--- config.mk ---
export PLATFORM = sky130hd
export DESIGN_NAME = fetch_unit
export DESIGN_NICKNAME = d
export VERILOG_FILES = /design/src/rtl/fetch_pkg.sv /design/src/rtl/sync_fifo.sv /design/src/rtl/fetch_unit.sv
export SDC_FILE = /design/constraint.sdc
export NUM_CORES = 1
export LEC_CHECK = 0
export BUFFER_PORTS_ARGS = -buffer_cell sky130_fd_sc_hd__buf_4
export CAP_MARGIN = 20
export CORE_MARGIN = 2
export CORE_UTILIZATION = 50
export DETAILED_ROUTE_END_ITERATION = 16
export PLACE_DENSITY = 0.7
export RECOVER_POWER = 50
export SLEW_MARGIN = 15
export SYNTH_ARGS = -nofsm -noshare
export SYNTH_HDL_FRONTEND = slang
export SYNTH_SLANG_ARGS = --single-unit
--- constraint.sdc ---
create_clock -name CLK -period 12.88 [get_ports CLK]
set_clock_uncertainty 0.2 [all_clocks]
set_input_delay 2.576 -clock CLK [delete_from_list [all_inputs] [get_ports CLK]]
set_output_delay 2.576 -clock CLK [all_outputs]
set_load 0.05 [all_outputs]
--- src/rtl/fetch_pkg.sv ---
// Shared types and helpers for the instruction-fetch front end.
// Addresses are handled as MAX_ADDR_W-bit values inside helpers and cast back by the caller.
package fetch_pkg;

   typedef enum logic {
      INIT = 1'b0,
      RUN  = 1'b1
   } fetch_state_t;

   localparam int PC_INC     = 4;
   localparam int MAX_ADDR_W = 64;

   // Instructions are word aligned: the two low address bits are always cleared.
   function automatic logic [MAX_ADDR_W-1:0] align_pc(input logic [MAX_ADDR_W-1:0] pc);
      return pc & ~MAX_ADDR_W'(3);
   endfunction

endpackage

--- src/rtl/sync_fifo.sv ---
// Synchronous FIFO with a registered head word, element count and single-cycle flush.
// Flush dominates push and pop in the same cycle.
module sync_fifo #(
   parameter int WIDTH = 32,
   parameter int DEPTH = 4
) (
   input  logic                   clk_i,
   input  logic                   rst_i,
   input  logic                   flush_i,
   input  logic                   push_i,
   input  logic                   pop_i,
   input  logic [WIDTH-1:0]       din_i,
   output logic [WIDTH-1:0]       head_o,
   output logic [$clog2(DEPTH):0] count_o
);

   localparam int AW = $clog2(DEPTH);
   localparam int CW = AW + 1;
   localparam logic [CW-1:0] FULL = CW'(DEPTH);

   logic [WIDTH-1:0] mem_q [DEPTH];
   logic [AW-1:0]    rd_q, rd_d, wr_q, wr_d, rd_nxt;
   logic [CW-1:0]    count_q, count_d;
   logic [WIDTH-1:0] head_q, head_d;
   logic             do_push, do_pop;

   assign do_pop  = pop_i && (count_q != '0);
   assign do_push = push_i && ((count_q != FULL) || do_pop);
   assign rd_nxt  = rd_q + AW'(1);

   always_comb begin
      rd_d    = rd_q;
      wr_d    = wr_q;
      count_d = count_q;
      if (flush_i) begin
         rd_d    = '0;
         wr_d    = '0;
         count_d = '0;
      end else begin
         if (do_pop)  rd_d = rd_nxt;
         if (do_push) wr_d = wr_q + AW'(1);
         if (do_push && !do_pop)      count_d = count_q + CW'(1);
         else if (do_pop && !do_push) count_d = count_q - CW'(1);
      end
   end

   // The head register always mirrors the oldest live entry, so the consumer sees a flop output.
   always_comb begin
      head_d = head_q;
      if (flush_i) begin
         head_d = '0;
      end else if (do_pop) begin
         if (count_q == CW'(1)) begin
            if (do_push) head_d = din_i;
         end else begin
            head_d = mem_q[rd_nxt];
         end
      end else if (do_push && (count_q == '0)) begin
         head_d = din_i;
      end
   end

   always_ff @(posedge clk_i or posedge rst_i) begin
      if (rst_i) begin
         rd_q    <= '0;
         wr_q    <= '0;
         count_q <= '0;
         head_q  <= '0;
      end else begin
         rd_q    <= rd_d;
         wr_q    <= wr_d;
         count_q <= count_d;
         head_q  <= head_d;
      end
   end

   always_ff @(posedge clk_i) begin
      if (do_push && !flush_i) mem_q[wr_q] <= din_i;
   end

   assign head_o  = head_q;
   assign count_o = count_q;

endmodule

--- src/rtl/fetch_unit.sv ---
// Instruction-fetch front end: sequential PC generation, request/grant memory handshake,
// prefetch FIFO toward decode and redirect with discard of stale in-flight responses.
module fetch_unit
   import fetch_pkg::*;
#(
   parameter int ADDR_W = 32,
   parameter int DEPTH  = 4,
   parameter int INST_W = 32
) (
   input  logic              CLK,
   input  logic              Reset,
   input  logic [ADDR_W-1:0] startPC,
   output logic              imem_req,
   output logic [ADDR_W-1:0] imem_addr,
   input  logic              imem_gnt,
   input  logic              imem_rvalid,
   input  logic [INST_W-1:0] imem_rdata,
   input  logic              redirect,
   input  logic [ADDR_W-1:0] redirect_pc,
   output logic              inst_valid,
   output logic [INST_W-1:0] inst,
   output logic [ADDR_W-1:0] inst_pc,
   input  logic              inst_ready
);

   localparam int          CW      = $clog2(DEPTH) + 1;
   localparam logic [CW:0] CREDITS = (CW+1)'(DEPTH);

   fetch_state_t state_q, state_d;

   logic [ADDR_W-1:0]        pc_q, pc_d;
   logic [ADDR_W-1:0]        rpc_q, rpc_d;
   logic [CW-1:0]            outst_q, outst_d;
   logic [CW-1:0]            discard_q, discard_d;
   logic [CW-1:0]            count;
   logic [CW:0]              inflight;
   logic [ADDR_W-1:0]        start_al, redir_al;
   logic                     gnt_fire, rv_fire, rv_drop, push, redir;
   logic [INST_W+ADDR_W-1:0] fifo_din, fifo_head;

   // ---------------- FSM: state register / next state / outputs ----------------
   always_ff @(posedge CLK or posedge Reset) begin
      if (Reset) state_q <= INIT;
      else       state_q <= state_d;
   end

   always_comb begin
      state_d = state_q;
      if (state_q == INIT) state_d = RUN;
   end

   // Credit rule: buffered plus in-flight never exceeds DEPTH, so the FIFO cannot overflow.
   always_comb begin
      imem_req = 1'b0;
      if (state_q == RUN) imem_req = (inflight < CREDITS);
   end

   // ---------------- Datapath ----------------
   assign inflight  = {1'b0, count} + {1'b0, outst_q};
   assign imem_addr = pc_q;
   assign gnt_fire  = imem_req && imem_gnt;
   assign rv_fire   = imem_rvalid && (outst_q != '0);
   assign rv_drop   = rv_fire && (discard_q != '0);
   assign redir     = redirect && (state_q == RUN);
   assign push      = rv_fire && !rv_drop && !redir;
   assign start_al  = ADDR_W'(align_pc(MAX_ADDR_W'(startPC)));
   assign redir_al  = ADDR_W'(align_pc(MAX_ADDR_W'(redirect_pc)));

   assign outst_d = outst_q + CW'(gnt_fire) - CW'(rv_fire);

   always_comb begin
      pc_d = pc_q;
      if (state_q == INIT)  pc_d = start_al;
      else if (redir)       pc_d = redir_al;
      else if (gnt_fire)    pc_d = pc_q + ADDR_W'(PC_INC);
   end

   // Responses return in order and stale ones are dropped, so a running counter
   // reloaded on redirect names each accepted response.
   always_comb begin
      rpc_d = rpc_q;
      if (state_q == INIT)  rpc_d = start_al;
      else if (redir)       rpc_d = redir_al;
      else if (push)        rpc_d = rpc_q + ADDR_W'(PC_INC);
   end

   // After a redirect every response still owed by memory belongs to the old stream.
   always_comb begin
      discard_d = discard_q;
      if (redir)        discard_d = outst_d;
      else if (rv_drop) discard_d = discard_q - CW'(1);
   end

   always_ff @(posedge CLK or posedge Reset) begin
      if (Reset) begin
         pc_q      <= '0;
         rpc_q     <= '0;
         outst_q   <= '0;
         discard_q <= '0;
      end else begin
         pc_q      <= pc_d;
         rpc_q     <= rpc_d;
         outst_q   <= outst_d;
         discard_q <= discard_d;
      end
   end

   // ---------------- Prefetch FIFO ----------------
   assign fifo_din = {imem_rdata, rpc_q};

   sync_fifo #(
      .WIDTH (INST_W + ADDR_W),
      .DEPTH (DEPTH)
   ) u_fifo (
      .clk_i   (CLK),
      .rst_i   (Reset),
      .flush_i (redir),
      .push_i  (push),
      .pop_i   (inst_ready),
      .din_i   (fifo_din),
      .head_o  (fifo_head),
      .count_o (count)
   );

   assign {inst, inst_pc} = fifo_head;
   assign inst_valid      = (count != '0);

   a_rvalid_outst : assert property (@(posedge CLK) disable iff (Reset)
      imem_rvalid |-> (outst_q != '0))
      else $error("fetch_unit: imem_rvalid with no request outstanding");

endmodule
# == Yosys cells after proc, flatten, opt, wreduce, memory -nomap -nowiden ==
# Memories as Yosys holds them, arrays and structs flattened.
# Index checks and enable logic that the tools add are counted.
# op_classes
add_sub_neg,10
order_cmp,1
n_eq_ne,5
n_mux,23
reduce_logical,27
# ops
operator,n
two-way mux 64 bit,5
two-way mux 32 bit,6
adder 32 x 3 -> 32 bit (second input constant),2
two-way mux 3 bit,5
nonzero test 3 bit,5
logical AND 1 bit,12
two-way mux 2 bit,4
!= test 3 x 1 -> 1 bit (second input constant),2
nonzero test 2 bit,3
subtractor 3 x 1 -> 3 bit (second input constant),2
adder 2 x 1 -> 2 bit (second input constant),2
adder 3 x 3 -> 4 bit,1
zero test 1 bit,4
< comparator 4 x 3 -> 1 bit (second input constant),1
!= test 4 x 2 -> 1 bit (second input constant),1
adder 3 x 1 -> 3 bit,1
adder 3 x 1 -> 3 bit (second input constant),1
== test 3 x 1 -> 1 bit (second input constant),1
zero test 3 bit,1
two-way mux 1 bit,3
!= test 3 bit (second input constant),1
subtractor 3 x 1 -> 3 bit,1
AND reduction 2 bit,1
logical OR 1 bit,1
# totals
regBits,142
ram_bits,256
in_bits,102
output_inout_bits,98
word_cells,76
memories,1
# mem_list
name,words,word_bits,read_ports,rd_clocked_by_memory_dff,wr,line_no,source
u_fifo.mem_q,4,64,1,0,1,sync_fifo.sv:21,logic [WIDTH-1:0] mem_q [DEPTH];

# == Logic depth before layout (Yosys ltp) ==
# logic_depth
depth_word,12
ltp_mapped,13

# == Cells and area by module ==
# From an unflattened synthesis, not the netlist that was laid out.
# hier_totals
hier_cells,1258
area_unflattened_um2,17382.9
# modules_own_cells
module,n_inst,cells_per_inst,area_each_um2,seq_area_each_um2
sync_fifo,1,729,12992.5,9464.1
fetch_unit,1,529,4390.5,1676.6

# == Least setup slack after synthesis ==
# OpenSTA, ideal clock, no wires.
# synth_timing
path_kind,input to register
startpoint,input imem_rvalid
endpoint,"memory u_fifo.mem_q[0][10] in the netlist's numbering, enable pin"
arrival_ps,4856
required_ps,12253
setup_slack_ps,7397
path_stages,5
n_path_buf,1
path_cell_list,o311a_1 > clkbuf_1 > nand2_1 > nor2_1 > and2_1
# synth_via
elab_chain_len,9
# synth_lines
element,line_no,source
from (decl),fetch_unit.sv:16,"input logic imem_rvalid,"
logical AND 1 bit *,fetch_unit.sv:62,assign rv_fire = imem_rvalid && (outst_q != '0);
logical AND 1 bit,fetch_unit.sv:63,assign rv_drop = rv_fire && (discard_q != '0);
zero test 1 bit,fetch_unit.sv:65,assign push = rv_fire && !rv_drop && !redir;
logical AND 1 bit * (2 in series),fetch_unit.sv:65,
logical AND 1 bit *,sync_fifo.sv:28,assign do_push = push_i && ((count_q != FULL) || do_pop);
logical AND 1 bit *,sync_fifo.sv:78,if (do_push && !flush_i) mem_q[wr_q] <= din_i;
two-way mux 1 bit *,sync_fifo.sv:78,
two-way mux 1 bit (not written as such) *,sync_fifo.sv:78,
to (decl),sync_fifo.sv:21,
# Every way passes the cells marked *; elsewhere a longest branch is shown, timed or not.

==> flow_summary.ini <==
[run_status]
status = complete, but fails checks
violations = capacitance limit, slew limit

[drt]
drt_iter0_drc = 656
drt-vias-per-instance = 5.787
drcViolationCount = 0
route.detailed.wl_per_inst_um = 20.06
vias = 10740
drt-total-wl_mm = 37.24
drtPass1Iterations = 5
final_antenna_net_count = 0

[setup_path]
cp-startpoint = Reset
r2r-start = u_fifo.count_o[1]
critical_path_class = input pin to async pin
crit_path_start_kind = input pin
path_max_fanout = 81
cp.arrival_ns = 5.86
critPathCaptureType = async pin
required_ns = 13.16

[placed_design]
placed_cells = 1781
place_ws_ns = 6.782
hpwl_mm = 22.99
place_area_um2 = 18780
globalplace.congestion = 0.8185
portBuffers = 193

[clock_tree]
cts_root_buffer = clkbuf_16
cts_hold_repair.buffers = 0
cts_made_buffers = 41
clockBufferDepth = 3
postCtsSetupRepairBufs = 0
h-tree-depth = 2
insertion_delay_ns = 0.53
cts_tree = done
clkTransAtPathRegs_ns = 0.06
cts_resized = 0
cts_sinks = 385

[global_routing]
grt_pass1_wl_mm = 59.67
overflow = 0
grtUsageTotal_pct = 21.36
grt_pass1_vias = 10920
grt_max_degree = 82
grt_use_met2_pct = 35.08
busiest_layer = met2
grt_antenna_before_repair = 0
use_met3_pct = 3.632
use_met1_pct = 29.63

[yosys]
yosysMostFrequentCell = edfxtp_1
synth_area_um2 = 16970
synth_area_leader_cell = edfxtp_1
ys_warn_count = 0
synth_edf_count = 248
synth.avg_cell_area_um2 = 14.24
synth-seq-area-share_pct = 64.08
async_flop_share_pct = 35.58
synth_common_cells = 248 x edfxtp_1, 137 x dfrtp_1, 124 x nand2_1
yosysTopAreaCellShare_pct = 43.88
netlist-cell-type-count = 63
synth_ff_type = edfxtp_1
ys_ff_latch = 385
syn_inst = 1192
synthTopCellsByArea = edfxtp_1 44%, dfrtp_1 20%, mux4_2 8.2%, mux2i_1 3.8%, o21ai_2 3.1%

[die]
die_w_um = 188.2
die_height_um = 188.2
io_pins = 200
die_area_um2 = 35430
initial_core_util_pct = 50.74
rows = 67
core_area_um2 = 33450

[pwr]
p_leak_nw = 7.468
power.density_nw_per_um2 = 211.8
ir_worst_vdd_uv = 123.0

[timing]
slew_headroom_pct = -166.6
worstMarginPinSlew_ns = 3.977
fin_crit_sh_pct = 43.34
rsz0062_at_grt = no
final_max_slew_viol_count = 123
hold_viol = 0
max_freq_mhz = 179.1
fin_ws_ns = 7.298
hold_slack_ns = 0.2720
min_period_ns = 5.582
setup_viol = 0
setup_tns_ns = 0

[layout]
area_growth_pct = 15.96
antenna_cells = 0
finish.instance_area_um2 = 19680
drive_above_1_share_pct = 21.24
final_cells = 1856
nFillCells = 2756
nets = 1495

[worst_hold_path]
hp-class = register to register
min_from = u_fifo.head_o[25]

[run]
maxCapViolations = 2
power by group:
group | switching [mW] | internal [mW]
Combinational | 0.916 | 0.432
Sequential | 0.146 | 1.51
Clock | 0.469 | 0.691
worst paths after layout:
| path | depth (start not counted) | to | slack, ns |
|---|---|---|---|
| max | 3 | u_fifo.rd_q[1] | 7.30 |
| min | 2 | u_fifo.head_o[25] | 0.27 |
| max reg2reg | 10 | u_fifo.head_o[6] | 8.54 |
| min reg2reg | 2 | u_fifo.head_o[25] | 0.27 |
| max in group CLK | 8 | u_fifo.head_o[6] | 7.31 |
| min in group asynchronous | 2 | u_fifo.head_o[40] | 3.06 |
state kept, by name, summed over array words and instances (netlist names):
register / count
u_fifo.count_o: 3
u_fifo.head_o: 63
rpc_q: 30
state_q: 1
u_fifo.mem_q: 248
u_fifo.wr_q: 2
u_fifo.rd_q: 2
imem_addr: 30
discard_q: 3
outst_q: 3
final cells by class:
class / instances / area, µm² / share of cell area, %
Clock buffer: 56 / 1154 / 5.862
Clock inverter: 19 / 190.2 / 0.9664
Inverter: 24 / 91.34 / 0.4641
Multi-Input combinational cell: 714 / 5652 / 28.72
Sequential cell: 385 / 10880 / 55.29
Tap cell: 448 / 560.5 / 2.848
Timing Repair Buffer: 210 / 1152 / 5.855
per-layer routing:
layer | share of wire, % | vias to the layer above
met5 | 0 | -
met3 | 6.2 | 53
met4 | 2.0 | 0
li1 | - | 4902
met2 | 49 | 381
met1 | 43 | 5405
metrics by stage:
| step | util [%] | power [mW] |
|---|---|---|
| 5_1_grt | 58.84 | 4.367 |
| 3_3_place_gp | 56.14 | 3.114 |
| 4_1_cts | 60.16 | 4.305 |
| 3_5_place_dp | 56.14 | 3.142 |
| 2_1_floorplan | - | 2.737 |
| 6_report | 58.84 | 4.168 |
layout by cell type (no fill, tap or decap), drive strengths merged, types with 6 or more instances in the layout:
cell	instances
mux2i	64
buf	96
mux4	62
o22a	9
ha	16
nor4	7
o21a	10
nor2	34
clkbuf	170
dfrtp	137
a31oi	7
and4	13
inv	24
a21oi	79
edfxtp	248
a2bb2oi	6
and3	11
nand2	124
and2	12
nor2b	21
nand2b	6
clkinv	14
xnor2	17
nand3	24
nand4	13
o21ai	114
nor3	12
worst max-delay path: stages:
cell and delay, ns:
clkbuf_4 0.11, clkinvlp_2 2.22, buf_4 0.92
cell families (layout without fill, tap and decap cells):
kind of cell | Yosys count | after routing | synth area share, %
DFF | 385 | 385 | 64.08
muxes | 126 | 126 | 12.00
adders and majority gates | 18 | 18 | 1.357
and+or+nand+nor | 285 | 285 | 8.397
buffers and inverters | 94 | 309 | 2.676
other | 2 | 3 | 0.04425
xor gates and xnor gates | 21 | 21 | 1.084
AOI/OAI and AO/OA | 261 | 261 | 10.36
Note: power is estimated with default switching activity, not from simulation.
